### src/rtl/prog_loader.sv
// prog_loader: byte-stream program loader (write side of the 32-bit program memory).
//
// A load is a count byte (number of words, 0 means 256) followed by four
// bytes per word, most significant byte first. Each assembled word is
// written to sequential program memory addresses starting at BASE_ADDR.
// The processor is held off for the whole load.
//
// Optional feature macro: LOADER_CHKSUM_EN
//   When defined, one trailing checksum byte is accepted after the last
//   word. The mod-256 sum of the count byte, all data bytes and the
//   checksum byte must be zero, otherwise error is raised alongside done.
//   When undefined there is no CHECK state and error is tied low.
//
// Ports:
//   clock       system clock, rising edge
//   reset_n     synchronous active-low reset
//   start       single-cycle load request, honoured in IDLE or DONE only
//   byte_in     stream byte
//   byte_valid  byte_in valid this cycle
//   byte_ready  loader accepts a byte this cycle (transfer = valid && ready)
//   pm_we       program memory write strobe, one cycle per word
//   pm_addr     program memory write address
//   pm_wdata    assembled instruction word
//   cpu_hold    high while a load is in progress
//   done        load completed; held until the next accepted start
//   error       checksum mismatch; held like done
module prog_loader #(
    parameter int          ADDR_W    = 8,
    parameter int unsigned BASE_ADDR = 0
) (
    input  logic              clock,
    input  logic              reset_n,
    input  logic              start,
    input  logic [7:0]        byte_in,
    input  logic              byte_valid,
    output logic              byte_ready,
    output logic              pm_we,
    output logic [ADDR_W-1:0] pm_addr,
    output logic [31:0]       pm_wdata,
    output logic              cpu_hold,
    output logic              done,
    output logic              error
);

    localparam logic [ADDR_W-1:0] BASE = ADDR_W'(BASE_ADDR);

    typedef enum logic [2:0] {
        S_IDLE,
        S_COUNT,
        S_DATA,
        S_WRITE,
`ifdef LOADER_CHKSUM_EN
        S_CHECK,
`endif
        S_DONE
    } state_t;

    state_t      state, state_nx;
    logic [1:0]  byte_cnt;   // byte position within the current word
    logic [8:0]  word_cnt;   // words still to be written (1..256)
    logic        xfer;

    assign xfer = byte_valid && byte_ready;

    // State register
    always_ff @(posedge clock) begin
        if (!reset_n) state <= S_IDLE;
        else          state <= state_nx;
    end

    // Next-state logic
    always_comb begin
        state_nx = state;
        case (state)
            S_IDLE, S_DONE: if (start) state_nx = S_COUNT;
            S_COUNT:        if (xfer) state_nx = S_DATA;
            S_DATA:         if (xfer && byte_cnt == 2'd3) state_nx = S_WRITE;
            S_WRITE: begin
                if (word_cnt == 9'd1) begin
`ifdef LOADER_CHKSUM_EN
                    state_nx = S_CHECK;
`else
                    state_nx = S_DONE;
`endif
                end else begin
                    state_nx = S_DATA;
                end
            end
`ifdef LOADER_CHKSUM_EN
            S_CHECK:        if (xfer) state_nx = S_DONE;
`endif
            default:        state_nx = S_IDLE;
        endcase
    end

    // State-decoded outputs
    always_comb begin
        byte_ready = 1'b0;
        pm_we      = 1'b0;
        cpu_hold   = 1'b0;
        done       = 1'b0;
        case (state)
            S_COUNT, S_DATA: begin
                byte_ready = 1'b1;
                cpu_hold   = 1'b1;
            end
            S_WRITE: begin
                pm_we    = 1'b1;
                cpu_hold = 1'b1;
            end
`ifdef LOADER_CHKSUM_EN
            S_CHECK: begin
                byte_ready = 1'b1;
                cpu_hold   = 1'b1;
            end
`endif
            S_DONE:  done = 1'b1;
            default: ;
        endcase
    end

    // Datapath: address, word assembly and counters
    always_ff @(posedge clock) begin
        if (!reset_n) begin
            pm_addr  <= BASE;
            pm_wdata <= 32'd0;
            byte_cnt <= 2'd0;
            word_cnt <= 9'd0;
        end else begin
            case (state)
                S_IDLE, S_DONE: begin
                    if (start) begin
                        pm_addr  <= BASE;
                        byte_cnt <= 2'd0;
                    end
                end
                S_COUNT: begin
                    // A count byte of zero encodes a full 256-word image.
                    if (xfer) word_cnt <= (byte_in == 8'd0) ? 9'd256 : {1'b0, byte_in};
                end
                S_DATA: begin
                    // Shifting left places the first byte in [31:24] after four bytes.
                    if (xfer) begin
                        pm_wdata <= {pm_wdata[23:0], byte_in};
                        byte_cnt <= byte_cnt + 2'd1;
                    end
                end
                S_WRITE: begin
                    pm_addr  <= pm_addr + ADDR_W'(1);
                    word_cnt <= word_cnt - 9'd1;
                end
                default: ;
            endcase
        end
    end

`ifdef LOADER_CHKSUM_EN
    logic [7:0] chksum;
    logic       err_q;

    always_ff @(posedge clock) begin
        if (!reset_n) begin
            chksum <= 8'd0;
            err_q  <= 1'b0;
        end else begin
            case (state)
                S_IDLE, S_DONE: begin
                    if (start) begin
                        chksum <= 8'd0;
                        err_q  <= 1'b0;
                    end
                end
                S_COUNT, S_DATA: if (xfer) chksum <= chksum + byte_in;
                S_CHECK:         if (xfer) err_q <= (8'(chksum + byte_in) != 8'd0);
                default: ;
            endcase
        end
    end

    assign error = err_q;
`else
    assign error = 1'b0;
`endif

endmodule

### config.mk
export PLATFORM = sky130hd
export DESIGN_NAME = prog_loader
export DESIGN_NICKNAME = d
export VERILOG_FILES = /design/src/rtl/prog_loader.sv
export SDC_FILE = /design/constraint.sdc
export NUM_CORES = 1
export LEC_CHECK = 0
export CAP_MARGIN = 20
export CELL_PAD_IN_SITES_DETAIL_PLACEMENT = 1
export CELL_PAD_IN_SITES_GLOBAL_PLACEMENT = 1
export CORE_MARGIN = 5
export CORE_UTILIZATION = 38
export DETAILED_ROUTE_END_ITERATION = 16
export GPL_TIMING_DRIVEN = 0
export PLACE_DENSITY_LB_ADDON = 0.1
export REMOVE_ABC_BUFFERS = 1
export SLEW_MARGIN = 10
export SYNTH_ARGS = -nofsm -noshare
export SYNTH_HDL_FRONTEND = slang
export SYNTH_SLANG_ARGS = --single-unit
### constraint.sdc
create_clock -name clock -period 2.57 [get_ports clock]
set_input_delay 0.3855 -clock clock [delete_from_list [all_inputs] [get_ports clock]]
set_output_delay 0.3855 -clock clock [all_outputs]
set_load 0.05 [all_outputs]
# ---- Yosys cells after proc, flatten, opt, wreduce, memory -nomap -nowiden
# Cells that the tools add are included.
dict set report totals {
  register_bits 54
  in_bits 12
  output_inout_bits 45
  elab_cells 50
}
dict set report classes {
  addsub 3
  eq_ne 10
  mux 17
  n_reduce_logical 15
}
# operator n
set op_table {}
lappend op_table {{$mux W9} 2}
lappend op_table {{$pmux W9 S2} 1}
lappend op_table {{$pmux W8 S2} 1}
lappend op_table {{$mux W3} 4}
lappend op_table {{$pmux W3 S4} 1}
lappend op_table {{$eq A9 B1 Y1 const B} 1}
lappend op_table {{$sub A9 B1 Y9 const B} 1}
lappend op_table {{$add A8 B1 Y8 const B} 1}
lappend op_table {{$logic_not A8 Y1} 1}
lappend op_table {{$mux W8} 1}
lappend op_table {{$ne A2 B2 Y1 const B} 4}
lappend op_table {{$eq A3 B2 Y1 const B} 2}
lappend op_table {{$reduce_and A2 Y1} 3}
lappend op_table {{$reduce_and A3 Y1} 2}
lappend op_table {{$reduce_bool A2 Y1} 3}
lappend op_table {{$mux W1} 4}
lappend op_table {{$mux W2} 2}
lappend op_table {{$pmux W2 S2} 1}
lappend op_table {{$reduce_or A2 Y1} 2}
lappend op_table {{$eq A3 B1 Y1 const B} 1}
lappend op_table {{$eq A3 B3 Y1 const B} 1}
lappend op_table {{$logic_not A3 Y1} 1}
lappend op_table {{$reduce_or A3 Y1} 1}
lappend op_table {{$add A2 B1 Y2 const B} 1}
lappend op_table {{other kinds (2)} 3}

# ---- Logic depth before layout (Yosys ltp)
# Gate-level depths: netlist of the first run.
dict set report logic_depth {
  depth_word 7
  mapped_depth 7
  mapped_depth_nobuf 6
}

# ---- Least setup slack after synthesis of the first run
# OpenSTA, ideal clock, no wires.
dict set report synth_timing {
  kind {reg2out}
  start {reg state[1]}
  end {out byte_ready}
  arrival_ns 1.210
  t_required_ns 2.184
  path_slack_ns 0.974
  path_stages_with_launch 4
  path_buffers 1
  path_cell_list {dfxtp_1 buf_4 xnor2_1 nor2_1}
}
dict set report synth_between {
  elab_chain_len 3
  word_cells_on_any_way 4
  cone_classes {2 x eq/ne; 1 x mux; 1 x reduce/logical}
}
# item line
set synth_lines {}
lappend synth_lines {{from (decl)} 58} ;# state_t state, state_nx;
lappend synth_lines {{from (signal assigned)} 68} ;# else state <= state_nx;
lappend synth_lines {{$eq A3 B2 Y1 or $eq A3 B1 Y1 (tied branches)} 102} ;# case (state)
lappend synth_lines {{$reduce_or A2 Y1 (*)} 102}
lappend synth_lines {{$mux W1 (*)} 102}
lappend synth_lines {{to (decl)} 36} ;# output logic byte_ready,
# Every way passes the cells marked *; elsewhere a longest branch is shown, timed or not.

# ---- Worst setup path in the final report of the first run
dict set report layout_timing {
  start {reg state[1]}
  end {out pm_we}
}
dict set report layout_between {
  elab_chain_len 2
}
# item line
set layout_lines {}
lappend layout_lines {{$eq A3 B2 Y1} 102}
lappend layout_lines {{$mux W1} 102}
lappend layout_lines {{to (decl)} 37} ;# output logic pm_we,
# Every way passes these cells.

==> results of run 1 <==
==> routing by layer <==
layer	GRT usage [%]	vias to the layer above	routed length, um
li1	-	1104	-
met1	20.70	1040	2802
met2	29.49	35	3211
met3	4.332	3	259
met4	3.654	0	27
met5	0	-	0
==> registers in the layout, summed over array words and instances (netlist names) <==
| name | cells |
|---|---|
| pm_wdata | 32 |
| word_cnt | 9 |
| pm_addr | 8 |
| state | 3 |
| byte_cnt | 2 |
==> cells in the mapped netlist, types with 3 or more instances <==
cell	count
nor3_1	3
nand3_1	7
o211ai_1	4
clkbuf_1	11
o21ai_0	7
a21oi_1	50
and3_1	3
or3_1	3
buf_2	7
ha_1	4
buf_4	3
nand2_1	75
and2_1	3
dfxtp_1	54
inv_1	5
nor2_1	18
==> power by group through the flow <==
| stage | Combinational (uW) | Sequential [uW] | Clock, uW |
|---|---|---|---|
| finish | 189 | 869 | 566 |
| global placement | 176 | 887 | 0 |
| CTS | 191 | 869 | 585 |
| detailed placement | 191 | 888 | 0 |
| global route | 206 | 873 | 621 |
| floorplan | 100 | 894 | 0 |
==> kinds of logic after synthesis <==
group	count (synthesis)	synth area share [%]
buffers and inverters	27	5.441
AO/OA/AOI/OAI	76	18.44
XOR/XNOR	1	0.3699
flip-flops	54	45.64
adder cells (fa/ha/maj)	4	2.113
AND/OR/NAND/NOR	130	26.47
other	1	0.1583
multiplexers	3	1.373
==> per-stage QoR <==
| stage | power (uW) | worst slack, ns | cell area (sq um) |
|---|---|---|---|
| after detailed placement | 1079 | -0.1887 | 3004 |
| final | 1624 | 0.1909 | 3119 |
| after CTS | 1645 | 0.07492 | 3117 |
| after global placement | 1063 | -2.976 | 2903 |
| after floorplan | 994.0 | -0.8233 | 2258 |
| after global routing | 1700 | 0.03046 | 3119 |
==> layout by cell type (no fill, tap or decap), types with 3 or more instances in the layout <==
master and count:
nand3_1 7, nor2_1 18, and3_1 3, ha_1 4, inv_1 3, or3_1 3, nor3_1 3, clkbuf_8 5
dfxtp_1 52, and2_1 3, o211ai_1 4, nand2_1 75, a21oi_1 50, o21ai_0 7, clkdlybuf4s50_1 54
==> area by class of cell <==
| class | count | area [sq um] |
|---|---|---|
| Sequential cell | 54 | 1084 |
| Fill cell | 734 | 2872 |
| Multi-Input combinational cell | 215 | 1179 |
| Clock buffer | 5 | 68.82 |
| Timing Repair Buffer | 59 | 633.1 |
| Inverter | 5 | 22.52 |
| Clock inverter | 2 | 38.79 |
| Tap cell | 75 | 93.84 |
==> worst max-delay path: cells and delay by family (launching register included) <==
kind                   cells  cell delay, ns
buffers and inverters      2            0.75
flip-flops                 1            0.60
AND/OR/NAND/NOR            1            0.33
==> repair_timing <==
item                                    CTS  global route
setup buffers                             0             0
gates resized for setup                   4             2
endpoints found under the setup margin    1             1
hold buffers                              0             0
==> final timing paths <==
| path | start | endpoint | slack [ns] | cells after the start |
|---|---|---|---|---|
| max | state[1] | pm_we | 0.19 | 3 |
| min | pm_wdata[28] | pm_wdata[28] | 0.46 | 2 |
| max reg2reg | state[2] | pm_addr[2] | 0.61 | 5 |
| min reg2reg | pm_wdata[28] | pm_wdata[28] | 0.46 | 2 |
==> impl_metrics.csv, run 1 <==
group,metric,value,unit
timing,period_minus_slack,2.379,ns
layout,drive_gt1_share,7.647,%
timing,hold_ws,0.4600,ns
die,die_area,7912,sq um
die,num_io_pins,57,
yosys,avgSynthCellArea,8.002,sq um
yosys,synth-seq-cells,54,
global_route,grt_overflow,0,
die,fp.dieW,88.95,um
timing,hold_viol,0,
placed_design,place.gp.congestion,0.7955,
die,rows,28,
worst_setup_path,worst_setup_path_start_kind,"flip-flop",
worst_hold_path,min-delay-path-class,"flip-flop to flip-flop",
pwr,p_sw,412.7,uW
worst_setup_path,worst-path-max-fanout,26,
cts,clockBufferDepth,2,
worst_setup_path,critPathKind,"flip-flop to output port",
pwr,swShare,25.41,%
placed_design,dp_hpwl,4480,um
yosys,synth_area,2369,sq um
layout,fin_nets,356,
timing,finClkSkew,0.006935,ns
timing,finalSetupViolations,0,
pwr,internal_power,1211,uW
routing,postRouteAntennaNets,0,
layout,fin_util,52.07,%
cts,path_clk_slew,0.10,ns
yosys,synth_top_cell_area_share,45.64,%
placed_design,io_buffer_count,55,
worst_setup_path,cpPeakStageDelay,0.60,ns
yosys,async_flop_share,0,%
timing,rsz0062_at_grt,"no",
status,status,"finished, final reports clean",
yosys,synth_ff_type,"dfxtp_1",
cts,cts_tree,"yes",
layout,finalNonFillerCells,415,
cts,cts_sinks,54,
global_route,antenna_found_initial,0,
global_route,grt.total_usage,16.77,%
yosys,synth_area_leaders,"dfxtp_1 (46%), nand2_1 (12%), a21oi_1 (11%), nor2_1 (2.9%), ha_1 (2.1%)",
cts,cts_htree_levels,2,
timing,relSlewSlack,57.22,%
timing,worstMarginPinSlew,0.6407,ns
die,die_h,88.95,um
yosys,synth_cell_types,48,
timing,slew_viol_final,0,
routing,post-route-drc-count,0,
routing,num_vias,2182,
pwr,p_clk_share,34.8,%
global_route,grt_pass1_wl,10490,um
timing,max_freq,0.4203,GHz
global_route,grt_max_degree,30,
die,initial_core_util,39.54,%
routing,vias_per_cell,5.258,
pwr,pwr-share-seq,53.5,%
yosys,yosysWarnings,0,
routing,first_pass_iters,4,
routing,first_iter_violations,47,
pwr,irDropWorstVdd,0.2420,mV
pwr,power_frac_comb,11.6,%
worst_setup_path,endpoint_kind,"output port",
placed_design,placed_cells,408,
worst_setup_path,cp_slowest_cell,"dfxtp_1",
cts,root_buffer,"clkbuf_8",
layout,diodes,0,
worst_setup_path,arrival,1.99,ns
flow_run,maxCapViolations,0,
cts,clock_latency,0.31,ns
global_route,grt_pass1_vias,2167,
yosys,yosysTopAreaCell,"dfxtp_1",
timing,fin_crit_sh,92.57,%
layout,area_growth,31.70,%
routing,finalWirelength,6300,um
worst_setup_path,worst_ep_required_time,2.18,ns
cts,cts_buffers,5,
die,core-area,5991,sq um
routing,wl_per_cell,15.18,um
yosys,synthCells,296,
pwr,powerDensity,520.7,nW/um^2
timing,finalSetupTns,0,ns
yosys,ys_seq_area_share,45.64,%
yosys,synth_edf_count,0,
worst_setup_path,worstPathCellList,"nand3b_4 > clkinvlp_4 > clkdlybuf4s15_2",
pwr,power.leakage,0.001038,uW
Power figures use the tool's default switching activity.
==> inputs of run 2 (changes only) <==
CORE_MARGIN = not set   (was 5)
GPL_ROUTABILITY_DRIVEN = 0   (was not set)
==> impl_metrics.csv, run 2 (synthesized netlist as in run 1, its figures left out) <==
group,metric,value,unit
routing,wl_per_cell,14.83,um
cts,postCtsHoldBufs,0,
layout,fin_nets,356,
timing,finClkSkew,0.005138,ns
cts,cts_resized,4,
pwr,pwr-share-seq,56.4,%
pwr,p_sw,423.7,uW
placed_design,placed_cells,408,
cts,post-cts-setup-buffer-count,0,
placed_design,io_buffer_count,55,
die,core-area,5956,sq um
worst_setup_path,worstPathCellList,"nor2_1 > nor2_1 > clkdlybuf4s50_1",
timing,rsz0062_at_grt,"no",
worst_setup_path,worst_ep_required_time,2.18,ns
routing,first_iter_violations,91,
layout,area_growth,30.37,%
pwr,p_total,1541,uW
global_route,grt_pass1_vias,2123,
layout,reg.largest.list,"pm_wdata x32, word_cnt x9, pm_addr x8",
pwr,power.leakage,0.001029,uW
timing,fin_crit_sh,92.52,%
worst_setup_path,cp_slowest_cell,"clkdlybuf4s50_1",
timing,slew_viol_final,0,
timing,max_freq,0.4206,GHz
pwr,powerDensity,498.9,nW/um^2
layout,regArea,1084,sq um
flow_run,maxCapViolations,0,
global_route,grt_pass1_wl,9922,um
global_route,grt_overflow,0,
timing,worstMarginPinSlew,0.7883,ns
placed_design,dp_hpwl,4327,um
die,die_area,6553,sq um
routing,postRouteAntennaNets,0,
layout,final_common_cell,"nand2_1",
cts,clock_latency,0.31,ns
die,initial_core_util,39.77,%
pwr,swShare,27.50,%
pwr,p_clk_share,31.3,%
global_route,antenna_found_initial,0,
layout,fill_cells,727,
cts,path_clk_slew,0.10,ns
timing,post-route-worst-setup-slack,0.1922,ns
timing,finalSetupViolations,0,
cts,clockBufferDepth,2,
routing,first_pass_iters,4,
status,status,"finished, final reports clean",
layout,largest_reg_flops,32,
cts,cts_tree,"yes",
routing,finalWirelength,6170,um
layout,largest-register,"pm_wdata",
pwr,power_frac_comb,12.3,%
worst_setup_path,cpPeakStageDelay,0.80,ns
worst_setup_path,worst_setup_path_start_kind,"flip-flop",
worst_setup_path,crit_top_cell,"nor2_1",
die,fp.dieW,80.95,um
die,num_io_pins,57,
routing,post-route-drc-count,0,
worst_setup_path,arrival,1.99,ns
layout,multiInputGateArea,1179,sq um
worst_setup_path,endpoint_kind,"output port",
timing,period_minus_slack,2.378,ns
layout,finalNonFillerCells,416,
global_route,grt.total_usage,19.82,%
layout,drive_gt1_share,7.625,%
placed_design,dp_slack,-0.1350,ns
cts,cts_sinks,54,
cts,root_buffer,"clkbuf_8",
routing,num_vias,2212,
timing,hold_viol,0,
cts,cts_buffers,5,
global_route,grt_max_degree,29,
timing,relSlewSlack,47.37,%
worst_setup_path,worst-path-buf-inv,1,
layout,diodes,0,
worst_hold_path,min-delay-path-class,"flip-flop to flip-flop",
pwr,internal_power,1117,uW
pwr,irDropWorstVdd,0.2318,mV
die,rows,28,
routing,vias_per_cell,5.317,
layout,layout_common_cells,"nand2_1 (75), clkdlybuf4s50_1 (54), dfxtp_1 (52)",
die,die_h,80.95,um
worst_setup_path,critPathKind,"flip-flop to output port",
worst_setup_path,crit_family,"buffers and inverters",
worst_setup_path,worst-path-max-fanout,11,
cts,cts_htree_levels,2,
==> run 2: power groups by stage <==
stage	combinational, uW	clock [uW]	sequential [uW]
finish	190	482	869
CTS	192	502	869
global route	205	535	872
global placement	176	0	887
floorplan	100	0	894
detailed placement	192	0	888
==> run 2: metal layers <==
layer	vias up	global-route usage, %	routed length, um
li1	1104	-	-
met1	1068	23.50	2812
met2	35	35.46	3106
met3	5	4.382	195
met4	0	5.893	55
met5	-	0	0
==> run 2: final cells by class <==
class                   instances  area share (%)
multi-input cells             215           38.17
flip-flops and latches         54           35.09
repair buffers                 59           20.18
well taps                      75           3.039
clock buffers                   6           2.350
inverters                       5          0.7293
clock inverters                 2          0.4457
==> run 2: path summary, 6_finish.rpt <==
path	from	end	slack [ns]	depth (start not counted)
setup / recovery	state[1]	cpu_hold	0.19	3
hold / removal	pm_wdata[27]	pm_wdata[27]	0.46	2
setup reg to reg	state[2]	pm_addr[2]	0.58	5
hold reg to reg	pm_wdata[27]	pm_wdata[27]	0.46	2
==> run 2: stage by stage <==
step / TNS, ns / hold slack (ns) / util (%) / cell area [sq um]
final: 0 / 0.4592 / 51.85 / 3088
after global routing: 0 / 0.4779 / 51.85 / 3088
after CTS: 0 / 0.4636 / 51.91 / 3092
after detailed placement: -0.1350 / 0.4492 / 50.38 / 3000
after global placement: -101.33 / 0.4420 / 48.74 / 2903
after floorplan: -27.95 / 0.4516 / - / 2258
==> run 2: worst reg2reg max path: stages, from the launching register on <==
cell and delay, ns:
dfxtp_2 0.48, nand3b_4 0.37, clkinvlp_4 0.35, a21oi_1 0.40, nor2_1 0.09, a211oi_1 0.22
